File: config.mk
export PLATFORM = sky130hd
export DESIGN_NAME = pc_unit_flat
export DESIGN_NICKNAME = d
export VERILOG_FILES = /design/src/rtl/riscv_pkg.sv /design/src/rtl/pc_unit_if.sv /design/src/rtl/pc_adder.sv /design/src/rtl/pc_unit.sv /design/src/flat_wrapper.sv
export SDC_FILE = /design/constraint.sdc
export NUM_CORES = 1
export LEC_CHECK = 0
export ABC_AREA = 1
export BUFFER_PORTS_ARGS = -buffer_cell sky130_fd_sc_hd__clkbuf_2
export CAP_MARGIN = 20
export CELL_PAD_IN_SITES_DETAIL_PLACEMENT = 0
export CELL_PAD_IN_SITES_GLOBAL_PLACEMENT = 1
export CORE_AREA = 8 8 145 249
export CTS_BUF_LIST = sky130_fd_sc_hd__clkbuf_16
export CTS_CLUSTER_SIZE = 8
export DETAILED_ROUTE_END_ITERATION = 12
export DIE_AREA = 0 0 153 257
export PLACE_DENSITY = 0.87
export SYNTH_ARGS = -nofsm -noshare
export SYNTH_HDL_FRONTEND = slang
export SYNTH_SLANG_ARGS = --single-unit
File: constraint.sdc
create_clock -name clk -period 3.57 [get_ports clk]
set_input_delay 0.357 -clock clk [delete_from_list [all_inputs] [get_ports clk]]
set_output_delay 0.357 -clock clk [all_outputs]
set_load 0.03 [all_outputs]
File: src/rtl/riscv_pkg.sv
// riscv_pkg: constants and encodings shared by the multi-cycle RISC-V datapath.
//   XLEN                 datapath width (PC, immediates, adders)
//   INSTR_BYTES          size of one instruction in bytes (sequential PC step)
//   RESET_VECTOR_DEFAULT PC value loaded while reset is asserted
//   cu_state_e           control-unit state encoding (init..wb)
//   alu_sel_e            add/sub selector used by the surrounding control
//   is_misaligned()      true when a byte address is not 4-byte aligned
package riscv_pkg;

  localparam int unsigned XLEN        = 64;
  localparam int unsigned INSTR_BYTES = 4;
  localparam logic [XLEN-1:0] RESET_VECTOR_DEFAULT = '0;

  typedef enum logic [2:0] {
    CU_INIT   = 3'd0,
    CU_FETCH  = 3'd1,
    CU_DECODE = 3'd2,
    CU_EX     = 3'd3,
    CU_WB     = 3'd4
  } cu_state_e;

  typedef enum logic [1:0] {
    SEL_NAO     = 2'd0,
    SEL_SOMA    = 2'd1,
    SEL_SUBTRAI = 2'd2
  } alu_sel_e;

  function automatic logic is_misaligned(input logic [1:0] addr_lsbs);
    return addr_lsbs != 2'b00;
  endfunction

endpackage

File: src/rtl/pc_unit_if.sv
// pc_unit_if: bundle between the control unit / datapath (master) and the
// program-counter block (slave).
//   atualiza_pc  master->slave  PC update enable (one cycle per instruction)
//   soma_imm     master->slave  next-PC select: 1 = PC+imm, 0 = PC+INSTR_BYTES
//   imm          master->slave  sign-extended byte offset
//   dout         slave->master  current PC
//   next_pc      slave->master  combinational next PC
//   pc_plus4     slave->master  combinational PC+INSTR_BYTES (link address)
//   misaligned   slave->master  next_pc not 4-byte aligned (informational)
interface pc_unit_if #(
  parameter int unsigned XLEN = riscv_pkg::XLEN
);

  logic            atualiza_pc;
  logic            soma_imm;
  logic [XLEN-1:0] imm;
  logic [XLEN-1:0] dout;
  logic [XLEN-1:0] next_pc;
  logic [XLEN-1:0] pc_plus4;
  logic            misaligned;

  modport master (
    output atualiza_pc,
    output soma_imm,
    output imm,
    input  dout,
    input  next_pc,
    input  pc_plus4,
    input  misaligned
  );

  modport slave (
    input  atualiza_pc,
    input  soma_imm,
    input  imm,
    output dout,
    output next_pc,
    output pc_plus4,
    output misaligned
  );

endinterface

File: src/rtl/pc_adder.sv
// pc_adder: purely combinational next-PC ALU.
//   pc          current PC
//   imm         sign-extended byte offset (two's complement)
//   soma_imm    1 = pc+imm, 0 = pc+INSTR_BYTES
//   next_pc     selected next address (modulo 2^XLEN, wrap is silent)
//   pc_plus4    pc+INSTR_BYTES regardless of soma_imm
//   misaligned  next_pc[1:0] != 0
module pc_adder #(
  parameter int unsigned XLEN        = riscv_pkg::XLEN,
  parameter int unsigned INSTR_BYTES = riscv_pkg::INSTR_BYTES
) (
  input  logic [XLEN-1:0] pc,
  input  logic [XLEN-1:0] imm,
  input  logic            soma_imm,
  output logic [XLEN-1:0] next_pc,
  output logic [XLEN-1:0] pc_plus4,
  output logic            misaligned
);

  import riscv_pkg::*;

  localparam logic [XLEN-1:0] STEP = XLEN'(INSTR_BYTES);

  logic [XLEN-1:0] sum_seq;
  logic [XLEN-1:0] sum_rel;

  // Both sums are computed separately so an undriven imm cannot leak into
  // next_pc while the sequential path is selected.
  always_comb begin
    sum_seq    = pc + STEP;
    sum_rel    = pc + imm;
    next_pc    = soma_imm ? sum_rel : sum_seq;
    pc_plus4   = sum_seq;
    misaligned = is_misaligned(next_pc[1:0]);
  end

endmodule

File: src/rtl/pc_unit.sv
// pc_unit: program-counter register plus its dedicated next-PC adder.
//   clk    system clock, rising edge
//   reset  asynchronous, active-low; forces dout to RESET_VECTOR
//   bus    pc_unit_if.slave: atualiza_pc/soma_imm/imm in,
//          dout/next_pc/pc_plus4/misaligned out
module pc_unit #(
  parameter int unsigned     XLEN         = riscv_pkg::XLEN,
  parameter logic [XLEN-1:0] RESET_VECTOR = riscv_pkg::RESET_VECTOR_DEFAULT,
  parameter int unsigned     INSTR_BYTES  = riscv_pkg::INSTR_BYTES
) (
  input  logic     clk,
  input  logic     reset,
  pc_unit_if.slave bus
);

  logic [XLEN-1:0] pc_q;
  logic [XLEN-1:0] next_pc;
  logic [XLEN-1:0] pc_plus4;
  logic            misaligned;

  pc_adder #(
    .XLEN        (XLEN),
    .INSTR_BYTES (INSTR_BYTES)
  ) u_adder (
    .pc         (pc_q),
    .imm        (bus.imm),
    .soma_imm   (bus.soma_imm),
    .next_pc    (next_pc),
    .pc_plus4   (pc_plus4),
    .misaligned (misaligned)
  );

  // A misaligned next_pc is still loaded; trapping is the control unit's job.
  always_ff @(posedge clk or negedge reset) begin
    if (!reset) begin
      pc_q <= RESET_VECTOR;
    end else if (bus.atualiza_pc) begin
      pc_q <= next_pc;
    end
  end

  assign bus.dout       = pc_q;
  assign bus.next_pc    = next_pc;
  assign bus.pc_plus4   = pc_plus4;
  assign bus.misaligned = misaligned;

endmodule

File: src/flat_wrapper.sv
// flat-port wrapper written by rule: the top's interface ports become plain ports
module pc_unit_flat 
#(
  parameter int unsigned     XLEN         = riscv_pkg::XLEN,
  parameter logic [XLEN-1:0] RESET_VECTOR = riscv_pkg::RESET_VECTOR_DEFAULT,
  parameter int unsigned     INSTR_BYTES  = riscv_pkg::INSTR_BYTES
)
  (clk, reset, bus_atualiza_pc, bus_soma_imm, bus_imm, bus_dout, bus_next_pc, bus_pc_plus4, bus_misaligned);
  pc_unit_if #(.XLEN(XLEN)) bus_i ();
  input  logic clk;
  input  logic reset;
  input wire logic [$bits(bus_i.atualiza_pc)-1:0] bus_atualiza_pc;
  input wire logic [$bits(bus_i.soma_imm)-1:0] bus_soma_imm;
  input wire logic [$bits(bus_i.imm)-1:0] bus_imm;
  output wire logic [$bits(bus_i.dout)-1:0] bus_dout;
  output wire logic [$bits(bus_i.next_pc)-1:0] bus_next_pc;
  output wire logic [$bits(bus_i.pc_plus4)-1:0] bus_pc_plus4;
  output wire logic [$bits(bus_i.misaligned)-1:0] bus_misaligned;
  assign bus_i.atualiza_pc = bus_atualiza_pc;
  assign bus_i.soma_imm = bus_soma_imm;
  assign bus_i.imm = bus_imm;
  assign bus_dout = bus_i.dout;
  assign bus_next_pc = bus_i.next_pc;
  assign bus_pc_plus4 = bus_i.pc_plus4;
  assign bus_misaligned = bus_i.misaligned;
  pc_unit #(.XLEN(XLEN), .RESET_VECTOR(RESET_VECTOR), .INSTR_BYTES(INSTR_BYTES)) u_core (.clk(clk), .reset(reset), .bus(bus_i));
endmodule
; ---- Word-level counts from Yosys, hierarchy flattened
; Index checks and enable logic that the tools add are counted.
[op_classes]
n_div = 0
bitwise_logic = 0
order_cmp = 0
shift = 0
n_mul = 0
reduce_logical = 1
eq_ne = 0
muxes = 1
addsub = 2
[op_table]
columns = op, n
row1 = adder 64 x 3 -> 64 bit (second input constant), 1
row2 = adder 64 bit, 1
row3 = 2-to-1 mux 64 bit, 1
row4 = nonzero test 2 bit, 1
[totals]
elab_cells = 5
romBits = 0
regBits = 64
ram_bits = 0
input_bits = 68
latch_bits = 0
mem_count = 0

; ---- Longest topological paths before layout
; Gate-level depths: netlist (run 1).
[logic_depth]
ltp_word = 3
mapped_depth = 17

; ---- Modules after synthesis
; From an unflattened synthesis (run 1), not the netlist that was laid out.
[hier_totals]
hier_cells = 2075
hier_area_um2 = 10796.6
[modules_own_cells]
columns = module, n_inst, area_each_um2, seq_area_each_um2, cells_each
row1 = pc_adder, 1, 8350.5, 0.0, 1805
row2 = pc_unit, 1, 2446.1, 1601.5, 270

; ---- Least setup slack after synthesis (run 1)
; No wires, ideal clock.
[synth_path]
path_type = reg-to-output
from = register u_core.pc_q[2], in the netlist u_core.bus.dout[2]
to = output port bus_next_pc[30]
t_arrival_ps = 2886
setup_slack_ps = 327
stages_incl_launch_ff = 10
path_cell_list = dfrtp_1 > ha_1 > nand2_2 > nor2_8 > nand3_1 > inv_1 > nand2_1 > xor2_1 > or2_0 > a21boi_0
[synth_via]
elab_chain_len = 2
word_cells_on_any_way = 3
classes_between = add/sub: 2 / mux: 1
[synth_lines]
columns = item, line
row1 = "start, declared", pc_unit.sv:16  ; logic [XLEN-1:0] pc_q;
row2 = "start signal, assigned", pc_unit.sv:38  ; pc_q <= next_pc;
row3 = adder 64 x 3 -> 64 bit, pc_adder.sv:30  ; sum_seq = pc + STEP;
row4 = via bus_pc_plus4[30], flat_wrapper.sv:17  ; output wire logic [$bits(bus_i.pc_plus4)-1:0] bus_pc_plus4;
row5 = 2-to-1 mux 64 bit, pc_adder.sv:32  ; next_pc = soma_imm ? sum_rel : sum_seq;
row6 = "end, declared", flat_wrapper.sv:16  ; output wire logic [$bits(bus_i.next_pc)-1:0] bus_next_pc;
; The timed path passes the listed nets, and every way through them passes these cells.

; ---- Worst setup path in the final report (run 1)
[layout_path]
from = register u_core.pc_q[2], in the netlist u_core.bus.dout[2]
to = output port bus_next_pc[20]
[layout_via]
elab_chain_len = 2
word_cells_on_any_way = 3
classes_between = add/sub: 2 / mux: 1
[layout_lines]
columns = item, line
row1 = adder 64 x 3 -> 64 bit or adder 64 bit (tied branches), "pc_adder.sv:30, pc_adder.sv:31"
row2 = 2-to-1 mux 64 bit *, pc_adder.sv:32
; Mark *: on every way between the ends. The rest lies on a longest branch, timed or not.

==> key figures, run 1 <==
Floorplan
  – Std cell rows: 88
  – Core Area: 32700 µm²
  – Initial Util: 0.345
  – Die Y: 257 µm
  – DIE WIDTH: 153 µm
  – Die Area: 39300 µm²
  – IO Count: 261

Setup path
  – Critical path data required time: 3210 ps
  – WP data arrival: 3170 ps
  – CP max stage delay: 540 ps
  – Launching point of the worst reg2reg path: u_core.bus.dout[6]
  – Setup CP Type: reg -> out
  – Critical Path Fanout Max: 7
  – Reg2Reg Setup Slack: 790 ps
  – WP buf/inv: 2
  – R2R Path End: u_core.bus.dout[50]
  – Nature of the critical path endpoint: primary output
  – Crit path capture: bus_next_pc[20]
  – Delay-heaviest family, CP: simple AND/OR/NAND/NOR gates
  – Setup crit start kind: flip-flop
  – Critical Path, Cell by Cell: buf_4 -> ha_1 -> nand2_2 -> nor2_8 -> nand2_4 -> nor2_4 -> nand3_1 -> xnor2_1 -> nand2_1 -> o21ai_2 -> clkbuf_2
  – Instance count on the critical path: 11
  – FF-to-FF path depth: 15
  – Worst Setup SP: u_core.bus.dout[2]
  – Slowest-stage cell, CP: xnor2_1

CTS
  – Clk root buf: clkbuf_16
  – CTS tree: yes
  – CTS buffer count: 9
  – H-tree depth: 3
  – Clk slew on worst S/H paths: 70 ps
  – Clock Path Buffers: 2
  – Sink Count: 64
  – Skew-Pair Late Insertion Delay: 370 ps

STA
  – Hold slack: 487 ps
  – Clock skew: 15.4 ps
  – Final Max Tran Viols: 0
  – Slew at the pin with the worst max-slew slack: 997 ps
  – Tmin final: 3530 ps
  – TNS Setup: 0 ps
  – Highest clock rate: 0.283 GHz
  – Unrepaired setup endpoints after global routing: no
  – Slew Limit Headroom: 0.336
  – Final setup fails: 0
  – Final Hold Viols: 0
  – Final period util: 0.988

Logic synthesis
  – Post-Syn Nets: 2292
  – Yosys top cell area share: 0.301
  – Synthesized flop and latch total: 64
  – Sequential-to-total area share from yosys stat: 0.142
  – Synthesized instance count: 2159
  – Syn avg cell area: 5.22 µm²
  – Cell area after synthesis: 11300 µm²
  – Yosys cell types: 39
  – Synth warn: 0
  – Cell taking the most area after synthesis: nand2_1
  – Dominant cells by area after synthesis: nand2_1 30%, dfrtp_1 14%, inv_1 14%

Drt
  – Vias/cell: 5.07
  – WL/cell: 22.6 µm
  – DR iter-0 viols: 957
  – Drc violations: 0
  – Post-route ant nets: 0
  – Final WL: 65.8 mm
  – Vias: 14.7k
  – DR pass1 iterations: 6

Global route
  – Vias in the first global route: 15.0k
  – GRT Overall Usage: 0.329
  – Largest net degree at the start of global routing: 88
  – Initial antenna violation count: 0
  – First-pass GRT wire length: 94.2 mm
  – Overflow left after global routing: 0

Layout
  – Ant. Diodes: 0
  – Syn-to-layout area delta: 26.8%
  – Number of flip-flops in the largest register: 64
  – Share of layout cells above drive strength 1: 0.194
  – Nets: 2636

Outcome
  – Status: finished, final reports clean

Place
  – Gpl congestion: 1.03
  – Half-perimeter wire length after detailed placement: 57.4 mm
  – Input/output buffers: 260

Power and ir drop
  – Power per Cell Area: 840 nW/µm²
  – Leakage: 8.51 nW
  – Max VDD drop: 0.732 mV

Worst hold path
  – Hold Startpoint: bus_imm[63]
  – Hold Path Class: in -> reg

Run
  – Max Cap Viol: 0
## layout make-up
class	instances	area, µm²
fill	3744	18400
timing repair buffer	363	2100
sequential	64	1610
inverter	426	1600
clock inverter	4	48.8
multi-input combinational	1639	8200
clock buffer	9	225
tap	405	507
## cell usage in the layout, fill, tap and decap left out, types with 4 or more instances in the layout
cell type and count:
o21ai_0 51, a21oi_1 43, nor3_2 12, buf_4 100, clkbuf_16 9, inv_2 7, nand2_2 9, nor2_2 13
or2_1 5, o21ai_1 7, dfrtp_1 57, nand4_1 28, nor3_1 41, or2_0 5, inv_1 419, ha_2 12
clkbuf_2 256, or2_2 7, dfrtp_2 7, xnor2_1 30, and2_1 34, nand3_1 173, o21ai_2 6, nand2_1 901
ha_1 43, nor2_4 7, nor4_1 4, nor2_1 138, nand3b_1 4, xor2_1 25, nand3_2 9, ha_4 9
## metal layers
layer,vias up,wire (µm),GRT usage
met4,0,8140,0.354
met3,216,2970,0.0389
li1,7277,-,-
met5,-,0,0
met2,617,33200,0.604
met1,6630,21500,0.299
## worst min-delay path by stage
stage | endpoint | slack, ps | cells after the start
2_1_floorplan | u_core.bus.dout[0] | 60 | 0
3_3_place_gp | u_core.bus.dout[0] | 380 | 2
3_5_place_dp | u_core.bus.dout[0] | 380 | 2
4_1_cts | u_core.bus.dout[63] | 490 | 6
5_1_grt | u_core.bus.dout[63] | 560 | 6
6_report | u_core.bus.dout[63] | 490 | 6
## power by group
group / internal (mW) / switching, mW
sequential: 0.975 / 0.523
clock: 0.527 / 0.393
combinational: 2.83 / 6.75
## worst min-delay path: stages
cell and delay, ps:
clkbuf_2 90, xnor2_1 80, nand2_1 70, nand3_1 80, nand3_1 80, nand2_1 50
## synth_stat cells (all sizes together)
cell type,count
a21boi,6
a21oi,43
a31o,1
and2,34
and3,1
buf,16
clkbuf,14
dfrtp,64
fa,1
ha,64
inv,426
nand2,913
nand3,182
nand3b,4
nand4,28
nor2,160
nor3,53
nor3b,2
nor4,4
o21ai,64
o21bai,3
o31ai,1
or2,17
xnor2,32
xor2,26
## logic make-up after synthesis
logic type,share of synthesized area
adder cells (fa/ha/maj),0.0728
AO/OA/AOI/OAI,0.0574
flip-flops,0.142
XOR/XNOR,0.0451
AND/OR/NAND/NOR,0.530
buffers and inverters,0.153
## stage by stage
step	instances	setup WS [ps]	power (mW)	area [µm²]	utilization
4_1_cts	2910	17.8	11.8	14100	0.431
6_report	2910	42.4	12.0	14300	0.437
3_5_place_dp	2896	206	10.8	13700	0.420
2_1_floorplan	2159	327	6.79	11300	-
5_1_grt	2910	1.68	12.7	14300	0.437
3_3_place_gp	2896	207	10.8	13700	0.420
## repair_timing
item / in CTS / in global routing
setup endpoints to repair: 25 / 37
setup buffers: 0 / 0
resized for setup: 17 / 47
pin swaps: 0 / 0
hold endpoints to repair: 7 / 0
hold buffers: 1 / 0
(Power assumes the default switching activity.)
==> inputs of run 2 (changes only) <==
- CORE_AREA: 8 8 145 249 -> 8 8 199 182
- DIE_AREA: 0 0 153 257 -> 0 0 207 190
==> run 2 against run 1 <==
  * Clock skew shrank 3.2 ps
  * Maximum frequency shrank 0.89%
  * Core utilization shrank 0.66 points
  * Flip-flop and latch count is the same
  * Clock power grew 9.8%
  * Design area shrank 1.7%
  * Cell count is essentially flat
  * Largest cell class unchanged
==> key figures, run 2 (synthesis results as in run 1) <==
Setup path
  – Critical Path Fanout Max: 4 (-3)
  – WP buf/inv: 4 (+2)
  – Worst Setup SP: u_core.bus.dout[23]
  – Launching point of the worst reg2reg path: u_core.bus.dout[0]
  – Critical Path, Cell by Cell: buf_4 -> inv_2 -> nor3_2 -> nand2_1 -> nor3_2 -> xor2_1 -> nand2_1 -> a21boi_0 -> buf_4 -> clkbuf_2
  – Delay-heaviest family, CP: simple AND/OR/NAND/NOR gates
  – Instance count on the critical path: 10 (-1)
  – Critical path data required time: 3210 ps (about the same)
  – FF-to-FF path depth: 14 (-1)
  – R2R Path End: u_core.bus.dout[30]
  – Nature of the critical path endpoint: primary output
  – Setup crit start kind: flip-flop
  – WP data arrival: 3200 ps (+30 ps)
  – CP max stage delay: 490 ps (-50 ps)
  – Setup CP Type: reg -> out
  – Slowest-stage cell, CP: dfrtp_1
  – Reg2Reg Setup Slack: 650 ps (-140 ps)

Place
  – Placed Cells: 2892 (-0.14%)
  – Gpl congestion: 1.03 (+0.23%)
  – Half-perimeter wire length after detailed placement: 52.2 mm (-9.0%)
  – Input/output buffers: 260 (unchanged)

STA
  – Final Hold Viols: 0 (unchanged)
  – Hold slack: 228 ps (-259 ps)
  – Final setup fails: 0 (unchanged)
  – Highest clock rate: 0.281 GHz (-0.89%)
  – Tmin final: 3560 ps (+31.7 ps)
  – Slew Limit Headroom: 0.347 (+0.0116)
  – Clock skew: 12.2 ps (-3.20 ps)
  – Final period util: 0.997 (+0.00889)
  – Slew at the pin with the worst max-slew slack: 979 ps (-17.3 ps)
  – Final Max Tran Viols: 0 (unchanged)

Worst hold path
  – Hold Path Class: in -> async

Power and ir drop
  – Reported net switching power: 7.47 mW (-2.5%)
  – Comb pwr share: 0.790 (-0.008)
  – Leakage: 8.45 nW (-0.80%)
  – Internal power component: 4.22 mW (-2.5%)
  – Total chip power: 11.7 mW (-2.5%)
  – Sw frac: 0.639 (about the same)
  – Power share of the sequential group: 0.124 (about the same)
  – Max VDD drop: 0.538 mV (-27%)
  – Clock power share: 0.086 (+0.009)
  – Power per Cell Area: 833 nW/µm² (-0.77%)

Drt
  – Vias/cell: 5.01 (-1.1%)
  – Vias: 14.6k (-1.2%)
  – Final WL: 60.2 mm (-8.5%)
  – DR iter-0 viols: 1372 (+43%)
  – DR pass1 iterations: 5 (-1)
  – Drc violations: 0 (unchanged)
  – Post-route ant nets: 0 (unchanged)
  – WL/cell: 20.7 µm (-8.5%)

Layout
  – Fillers: 3716 (-0.75%)
  – Ant. Diodes: 0 (unchanged)
  – Non-filler instance count after layout: 2908 (-0.069%)
  – Nets: 2614 (-0.83%)
  – Share of layout cells above drive strength 1: 0.178 (-0.0158)
  – Most frequent cells in the layout: 903 x nand2_1, 420 x inv_1, 258 x clkbuf_2, 172 x nand3_1, 144 x nor2_1
  – Syn-to-layout area delta: 24.6%
  – Number of flip-flops in the largest register: 64 (unchanged)
  – Commonest non-fill, non-tap cell in the layout: nand2_1

Floorplan
  – Initial Util: 0.345 (+0.000713)
  – Die Area: 39300 µm² (about the same)
  – DIE WIDTH: 207 µm (+35%)
  – IO Count: 261 (unchanged)
  – Core Area: 32600 µm² (-0.21%)
  – Std cell rows: 63 (-28%)
  – Die Y: 190 µm (-26%)

Outcome
  – Status: finished, final reports clean

Global route
  – Largest net degree at the start of global routing: 88 (unchanged)
  – First-pass GRT wire length: 88.1 mm (-6.5%)
  – Initial antenna violation count: 1 (+1)
  – Overflow left after global routing: 0 (unchanged)
  – Vias in the first global route: 14.0k (-6.8%)
  – GRT Overall Usage: 0.295 (-0.0344)

CTS
  – Skew-Pair Late Insertion Delay: 350 ps (-20 ps)
  – Clk slew on worst S/H paths: 70 ps (about the same)
  – CTS resizes: 4 (-13)
  – Setup repair bufs after CTS: 0 (unchanged)
  – H-tree depth: 3 (unchanged)
  – CTS tree: yes
  – CTS buffer count: 9 (unchanged)
  – Clk root buf: clkbuf_16
  – Hold buffer count at CTS: 0 (-1)
  – Clock Path Buffers: 2 (unchanged)
  – Sink Count: 64 (unchanged)

Run
  – Max Cap Viol: 0 (unchanged)
## run 2: cell count changes in the layout (fill, tap and decap cells not counted), moves of 6 or more
cell     before  now
ha_4          9    1
ha_1         43   56
dfrtp_2       7    1
nor2_1      138  144
nor2_2       13    7
buf_4       100   80
dfrtp_1      57   63
## run 2: per-layer routing
metal	global-route usage	routed length [µm]	vias to the layer above
met3	0.0665	6030	57
met2	0.438	24600	628
li1	-	-	7229
met5	0	0	-
met4	0.0717	1360	0
met1	0.424	28200	6650
## run 2: power groups by stage
stage / clock (mW) / combinational, mW / sequential (mW)
6_report: 1.01 / 9.25 / 1.45
5_1_grt: 1.03 / 9.91 / 1.45
4_1_cts: 1.00 / 9.04 / 1.40
3_5_place_dp: 0 / 9.00 / 1.41
3_3_place_gp: 0 / 9.01 / 1.40
2_1_floorplan: 0 / 4.97 / 1.83
## run 2: worst max path at each step
stage,to,slack [ps]
4_1_cts,bus_next_pc[59],40
5_1_grt,bus_next_pc[49],-30
6_report,bus_next_pc[27],10
2_1_floorplan,bus_next_pc[30],330
3_5_place_dp,bus_next_pc[32],220
3_3_place_gp,bus_next_pc[32],260
## run 2: layout make-up
cell class | instances | area, µm² | area share
sequential | 64 | 1600 | 0.114
clock inverter | 7 | 87.6 | 0.00624
tap | 422 | 528 | 0.0376
inverter | 426 | 1600 | 0.114
clock buffer | 9 | 225 | 0.0160
multi-input combinational | 1639 | 8080 | 0.575
timing repair buffer | 341 | 1920 | 0.137
## run 2: metrics by stage
step,setup WS (ps),TNS (ps),utilization,instance area (µm²)
floorplan,327,0,-,11300
global placement,262,0,0.417,13600
detailed placement,223,0,0.417,13600
CTS,39.4,0,0.426,13900
global route,-32.7,-45.6,0.430,14000
finish,10.7,0,0.430,14000
